$ cat config.mk
export PLATFORM = sky130hd
export DESIGN_NAME = of_ex_latch
export DESIGN_NICKNAME = d
export VERILOG_FILES = /design/src/rtl/of_ex_latch.sv
export SDC_FILE = /design/constraint.sdc
export NUM_CORES = 1
export LEC_CHECK = 0
export CAP_MARGIN = 20
export CORE_ASPECT_RATIO = 0.7
export CORE_MARGIN = 2
export CORE_UTILIZATION = 40
export CTS_CLUSTER_DIAMETER = 30
export DETAILED_ROUTE_END_ITERATION = 8
export HOLD_SLACK_MARGIN = 0.08
export PLACE_DENSITY = 0.79
export SLEW_MARGIN = 10
export SYNTH_ARGS = -nofsm -noshare
export SYNTH_HDL_FRONTEND = slang
export SYNTH_SLANG_ARGS = --single-unit
$ cat constraint.sdc
create_clock -name clk -period 2.5 [get_ports clk]
set_input_delay 0.375 -clock clk [delete_from_list [all_inputs] [get_ports clk]]
set_output_delay 0.375 -clock clk [all_outputs]
set_load 0.005 [all_outputs]
$ cat src/rtl/of_ex_latch.sv
// Operand-fetch to execute pipeline register with valid/ready handshake, load-use
// bubble insertion and branch flush. Define OF_EX_PERF_EN to add bubble/flush counters.
module of_ex_latch #(
    parameter int XLEN       = 32,
    parameter int CTRL_W     = 12,
    parameter int REG_AW     = 4,
    parameter int LD_BUBBLES = 1
) (
    input  logic              clk,
    input  logic              rst_n,
    input  logic              flush,
    input  logic              in_valid,
    output logic              in_ready,
    input  logic [XLEN-1:0]   in_pc,
    input  logic [XLEN-1:0]   in_inst,
    input  logic [XLEN-1:0]   in_op1,
    input  logic [XLEN-1:0]   in_op2,
    input  logic [XLEN-1:0]   in_immx,
    input  logic [CTRL_W-1:0] in_ctrl,
    input  logic [REG_AW-1:0] in_rs1,
    input  logic [REG_AW-1:0] in_rs2,
    input  logic              in_use_rs1,
    input  logic              in_use_rs2,
    input  logic [REG_AW-1:0] in_rd,
    input  logic              in_is_ld,
    input  logic              in_is_wb,
    output logic              out_valid,
    input  logic              out_ready,
    output logic [XLEN-1:0]   out_pc,
    output logic [XLEN-1:0]   out_inst,
    output logic [XLEN-1:0]   out_op1,
    output logic [XLEN-1:0]   out_op2,
    output logic [XLEN-1:0]   out_immx,
    output logic [CTRL_W-1:0] out_ctrl,
    output logic [REG_AW-1:0] out_rd,
    output logic              out_is_ld,
    output logic              out_is_wb
`ifdef OF_EX_PERF_EN
    ,
    output logic [31:0]       perf_bubbles,
    output logic [15:0]       perf_flushes
`endif
);

    typedef struct packed {
        logic [XLEN-1:0]   pc;
        logic [XLEN-1:0]   inst;
        logic [XLEN-1:0]   op1;
        logic [XLEN-1:0]   op2;
        logic [XLEN-1:0]   immx;
        logic [CTRL_W-1:0] ctrl;
        logic [REG_AW-1:0] rd;
        logic              is_ld;
        logic              is_wb;
    } payload_t;

    payload_t          r_pl;
    logic              r_valid;
    logic [1:0]        r_pend_cnt;
    logic [REG_AW-1:0] r_pend_rd;

    payload_t          w_in_pl;
    logic              w_match_out;
    logic              w_match_pend;
    logic              w_hazard;
    logic              w_advance;
    logic              w_accept;
    logic              w_ld_done;

    assign w_in_pl = '{pc: in_pc, inst: in_inst, op1: in_op1, op2: in_op2, immx: in_immx,
                       ctrl: in_ctrl, rd: in_rd, is_ld: in_is_ld, is_wb: in_is_wb};

    assign w_match_out  = (in_use_rs1 && (in_rs1 == r_pl.rd)) || (in_use_rs2 && (in_rs2 == r_pl.rd));
    assign w_match_pend = (in_use_rs1 && (in_rs1 == r_pend_rd)) || (in_use_rs2 && (in_rs2 == r_pend_rd));

    // A load in EX stalls its reader; for LD_BUBBLES>1 the tracker keeps stalling after it leaves.
    assign w_hazard  = in_valid && ((r_valid && r_pl.is_ld && r_pl.is_wb && w_match_out)
                                    || ((r_pend_cnt != 2'd0) && w_match_pend));
    assign w_advance = !r_valid || out_ready;
    assign in_ready  = w_advance && !w_hazard && !flush;
    assign w_accept  = in_valid && in_ready;
    assign w_ld_done = r_valid && out_ready && r_pl.is_ld && r_pl.is_wb && !flush;

    // NOTE: sequential state uses non-blocking assignments so every register samples pre-edge values.
    always_ff @(posedge clk or negedge rst_n) begin
        if (!rst_n) begin
            r_valid <= 1'b0;
            r_pl    <= '0;
        end else if (flush) begin
            r_valid <= 1'b0;
        end else if (w_advance) begin
            r_valid <= w_accept;
            if (w_accept) begin
                r_pl <= w_in_pl;
            end
        end
    end

    // Flush leaves the tracker alone: the older load has already left EX and still completes.
    always_ff @(posedge clk or negedge rst_n) begin
        if (!rst_n) begin
            r_pend_cnt <= 2'd0;
            r_pend_rd  <= '0;
        end else if (w_ld_done) begin
            r_pend_rd  <= r_pl.rd;
            r_pend_cnt <= 2'(LD_BUBBLES - 1);
        end else if ((r_pend_cnt != 2'd0) && out_ready) begin
            r_pend_cnt <= r_pend_cnt - 2'd1;
        end
    end

    assign out_valid = r_valid;
    assign out_pc    = r_pl.pc;
    assign out_inst  = r_pl.inst;
    assign out_op1   = r_pl.op1;
    assign out_op2   = r_pl.op2;
    assign out_immx  = r_pl.immx;
    assign out_ctrl  = r_pl.ctrl;
    assign out_rd    = r_pl.rd;
    assign out_is_ld = r_pl.is_ld;
    assign out_is_wb = r_pl.is_wb;

`ifdef OF_EX_PERF_EN
    logic [31:0] r_perf_bubbles;
    logic [15:0] r_perf_flushes;

    always_ff @(posedge clk or negedge rst_n) begin
        if (!rst_n) begin
            r_perf_bubbles <= 32'd0;
            r_perf_flushes <= 16'd0;
        end else begin
            if (flush) begin
                r_perf_flushes <= r_perf_flushes + 16'd1;
            end
            if (w_advance && w_hazard && !flush) begin
                r_perf_bubbles <= r_perf_bubbles + 32'd1;
            end
        end
    end

    assign perf_bubbles = r_perf_bubbles;
    assign perf_flushes = r_perf_flushes;
`endif

endmodule

==> results.json <==
{
  "status": "complete, no violations",
  "post_cts_buffers": 0,
  "fillers": 1239,
  "synth_edf_count": 0,
  "p_per_area_nw_per_um2": 859,
  "min_path_type": "reg2reg",
  "cap_violations": 0,
  "ios": 373,
  "areaGrowthSynthToFinish_pct": 66.3,
  "ir_worst_vdd_mv": 0.491,
  "yosys_warnings": 0,
  "die_y_um": 116,
  "min_period_ps": 2410,
  "critPathMaxFanout": 2,
  "port_buffers": 372,
  "instances_no_fill": 1070,
  "drt_iter0_markers": 183,
  "cts_tree": "built",
  "post-dp-hpwl_mm": 15.9,
  "layout.nets": 1020,
  "fin_util_pct": 68.4,
  "period_share_pct": 96.6,
  "report.final.slew_viol_count": 0,
  "ys_seq_elements": 185,
  "hold_path_depth": 1,
  "dieArea_sq_um": 18900,
  "diodes": 0,
  "max_freq_mhz": 414,
  "drt-vias-per-instance": 4.75,
  "cts_made_buffers": 17,
  "syn-cell-area_sq_um": 7120,
  "finalClockSkew_ps": 13.8,
  "path_clk_slew_ps": 60,
  "core_area_sq_um": 17300,
  "htree_levels": 4,
  "routabilityCongestion": 0.896,
  "setup_viol": 0,
  "p_total_uw": 10200,
  "ctsLongestPathBuffers": 2,
  "yosysSeqAreaShare_pct": 65.0,
  "grt_first_pass_wirelength_mm": 30.5,
  "routed_wl_mm": 20.1,
  "syn_inst": 429,
  "drive_gt1_share_pct": 7.99,
  "insertion_delay_ps": 420,
  "overflow": 0,
  "vias": 5078,
  "worstRegToRegCells": 8,
  "antenna_found_initial": 0,
  "async_flop_share_pct": 100,
  "grt_pass1_vias": 5594,
  "synth_nets": 623,
  "cp-start-kind": "input pin",
  "crit_type": "in2out",
  "worst_pin_slew_ps": 582,
  "ant_nets": 0,
  "yosysUniqueCellTypes": 24,
  "first_pass_iters": 4,
  "place_inst": 1037,
  "seq_area_sq_um": 4630,
  "start_util_pct": 41.1,
  "ys.flop_type": "dfrtp_1",
  "cts_sinks": 185,
  "cp_data_arrival_time_ps": 2040,
  "endpoint_kind": "output pin",
  "dieWidth_um": 163,
  "finalHoldViolCount": 0,
  "wl_per_cell_um": 18.8,
  "grt_usage_pct": 21.2,
  "postSynthAreaPerCell_sq_um": 16.6,
  "slew_headroom_pct": 61.2,
  "cts-root-buf": "clkbuf_16",
  "leakagePower_uw": 0.00485,
  "rows": 40,
  "crit_required_ps": 2120,
  "drcViolationCount": 0,
  "multi_input_area_sq_um": 2400,
  "grt_max_degree": 72
}
-- per-layer routing --
layer | track usage [%] | vias up | wire (um)
li1 | - | 2312 | -
met5 | 0 | - | 0
met2 | 37.0 | 205 | 10200
met4 | 7.37 | 0 | 421
met3 | 8.52 | 31 | 1900
met1 | 23.9 | 2530 | 7570
-- worst max-delay path, stage by stage --
cell and delay (ps):
clkdlybuf4s50_1 470, xnor2_1 240, nand3_1 190, nor4b_4 270
o31a_1 170, nor3_1 40, dlygate4sd2_1 270
-- kinds of logic (layout without fill, tap and decap cells) --
logic type,count (synthesis),after routing,synth area share [%]
flops,185,185,65.0
mux,182,182,28.8
buf+inv,21,431,1.51
simple gates,19,19,1.97
xor+xnor,17,17,2.09
compound gates,4,4,0.457
fa+ha+maj,1,1,0.176
-- layout by cell type, fill, tap and decap left out, drive strengths merged --
cell type,netlist,final
dlygate4sd2,0,1
dlygate4sd3,0,1
buf,19,24
clkinv,0,6
clkbuf,0,20
clkdlybuf4s50,0,370
nand2,1,1
xnor2,15,15
xor2,2,2
nor3b,1,1
nor3,1,1
nor2,3,3
o31a,1,1
o22ai,1,1
nand4,3,3
nor2b,2,2
ha,1,1
nand3,3,3
nor4,1,1
mux2,182,182
nand2b,1,1
dfrtp,185,185
nor4b,3,3
clkinvlp,0,2
inv,2,7
a211oi,1,1
o21ba,1,1
-- what timing repair did --
item	4_1_cts	5_1_grt
hold buffers	1	0
endpoints found under the setup margin	1	1
hold endpoints to repair	67	0
resized for setup	5	2
-- stage by stage --
stage | hold WS, ps | TNS [ps] | area (sq um) | setup slack (ps)
after floorplan | 79.4 | 0 | 7120 | 528
after global placement | 419 | -6500 | 11300 | -89.9
after detailed placement | 430 | -19450 | 11300 | -192
after CTS | 489 | 0 | 11800 | 60.9
after global routing | 500 | -18.0 | 11800 | -18.0
final | 483 | 0 | 11800 | 85.2
-- power by group --
group	total, uW	internal, uW	leakage, uW	switching (uW)
logic	3340	2260	0.00243	1090
registers	4340	3850	0.00216	494
clock network	2490	1300	0.000264	1190
-- area by class of cell --
| class | instances | area share [%] |
|---|---|---|
| sequential | 185 | 39.1 |
| timing repair buffer | 397 | 33.5 |
| multi-input combinational | 223 | 20.3 |
| clock buffer | 19 | 3.66 |
| tap | 231 | 2.44 |
| clock inverter | 13 | 0.972 |
| inverter | 2 | 0.0634 |
-- state kept, by name (all words and copies together) (netlist names) --
register	flops
out_inst	32
r_pend_cnt	2
out_ctrl	12
out_is_ld	1
out_pc	32
out_rd	4
out_op1	32
out_immx	32
r_pend_rd	4
out_valid	1
out_is_wb	1
out_op2	32
-- path summary, 6_finish.rpt --
path,start,to,slack [ps]
min,out_pc[2]$_DFFE_PN0P_,out_pc[2]$_DFFE_PN0P_,480
max reg2reg,r_pend_rd[3]$_DFFE_PN0P_,out_op1[13]$_DFFE_PN0P_,210
min in group asynchronous,rst_n,out_op2[21]$_DFFE_PN0P_,530
max,in_rs2[2],in_ready,90
max in group asynchronous,rst_n,out_rd[2]$_DFFE_PN0P_,1200
min reg2reg,out_pc[2]$_DFFE_PN0P_,out_pc[2]$_DFFE_PN0P_,480
-- cell usage after synthesis (2+ instances only) --
cell | count | area, sq um
nand3_1 | 3 | 15.0
xor2_1 | 2 | 17.5
mux2_1 | 178 | 2000
nor2_1 | 3 | 11.3
nor4b_2 | 2 | 30.0
buf_4 | 2 | 15.0
nand4_1 | 3 | 18.8
nor2b_1 | 2 | 12.5
buf_2 | 17 | 85.1
mux2_2 | 4 | 45.0
xnor2_1 | 15 | 131
inv_1 | 2 | 7.51
dfrtp_1 | 185 | 4630
Note: power is estimated with default switching activity, not from simulation.
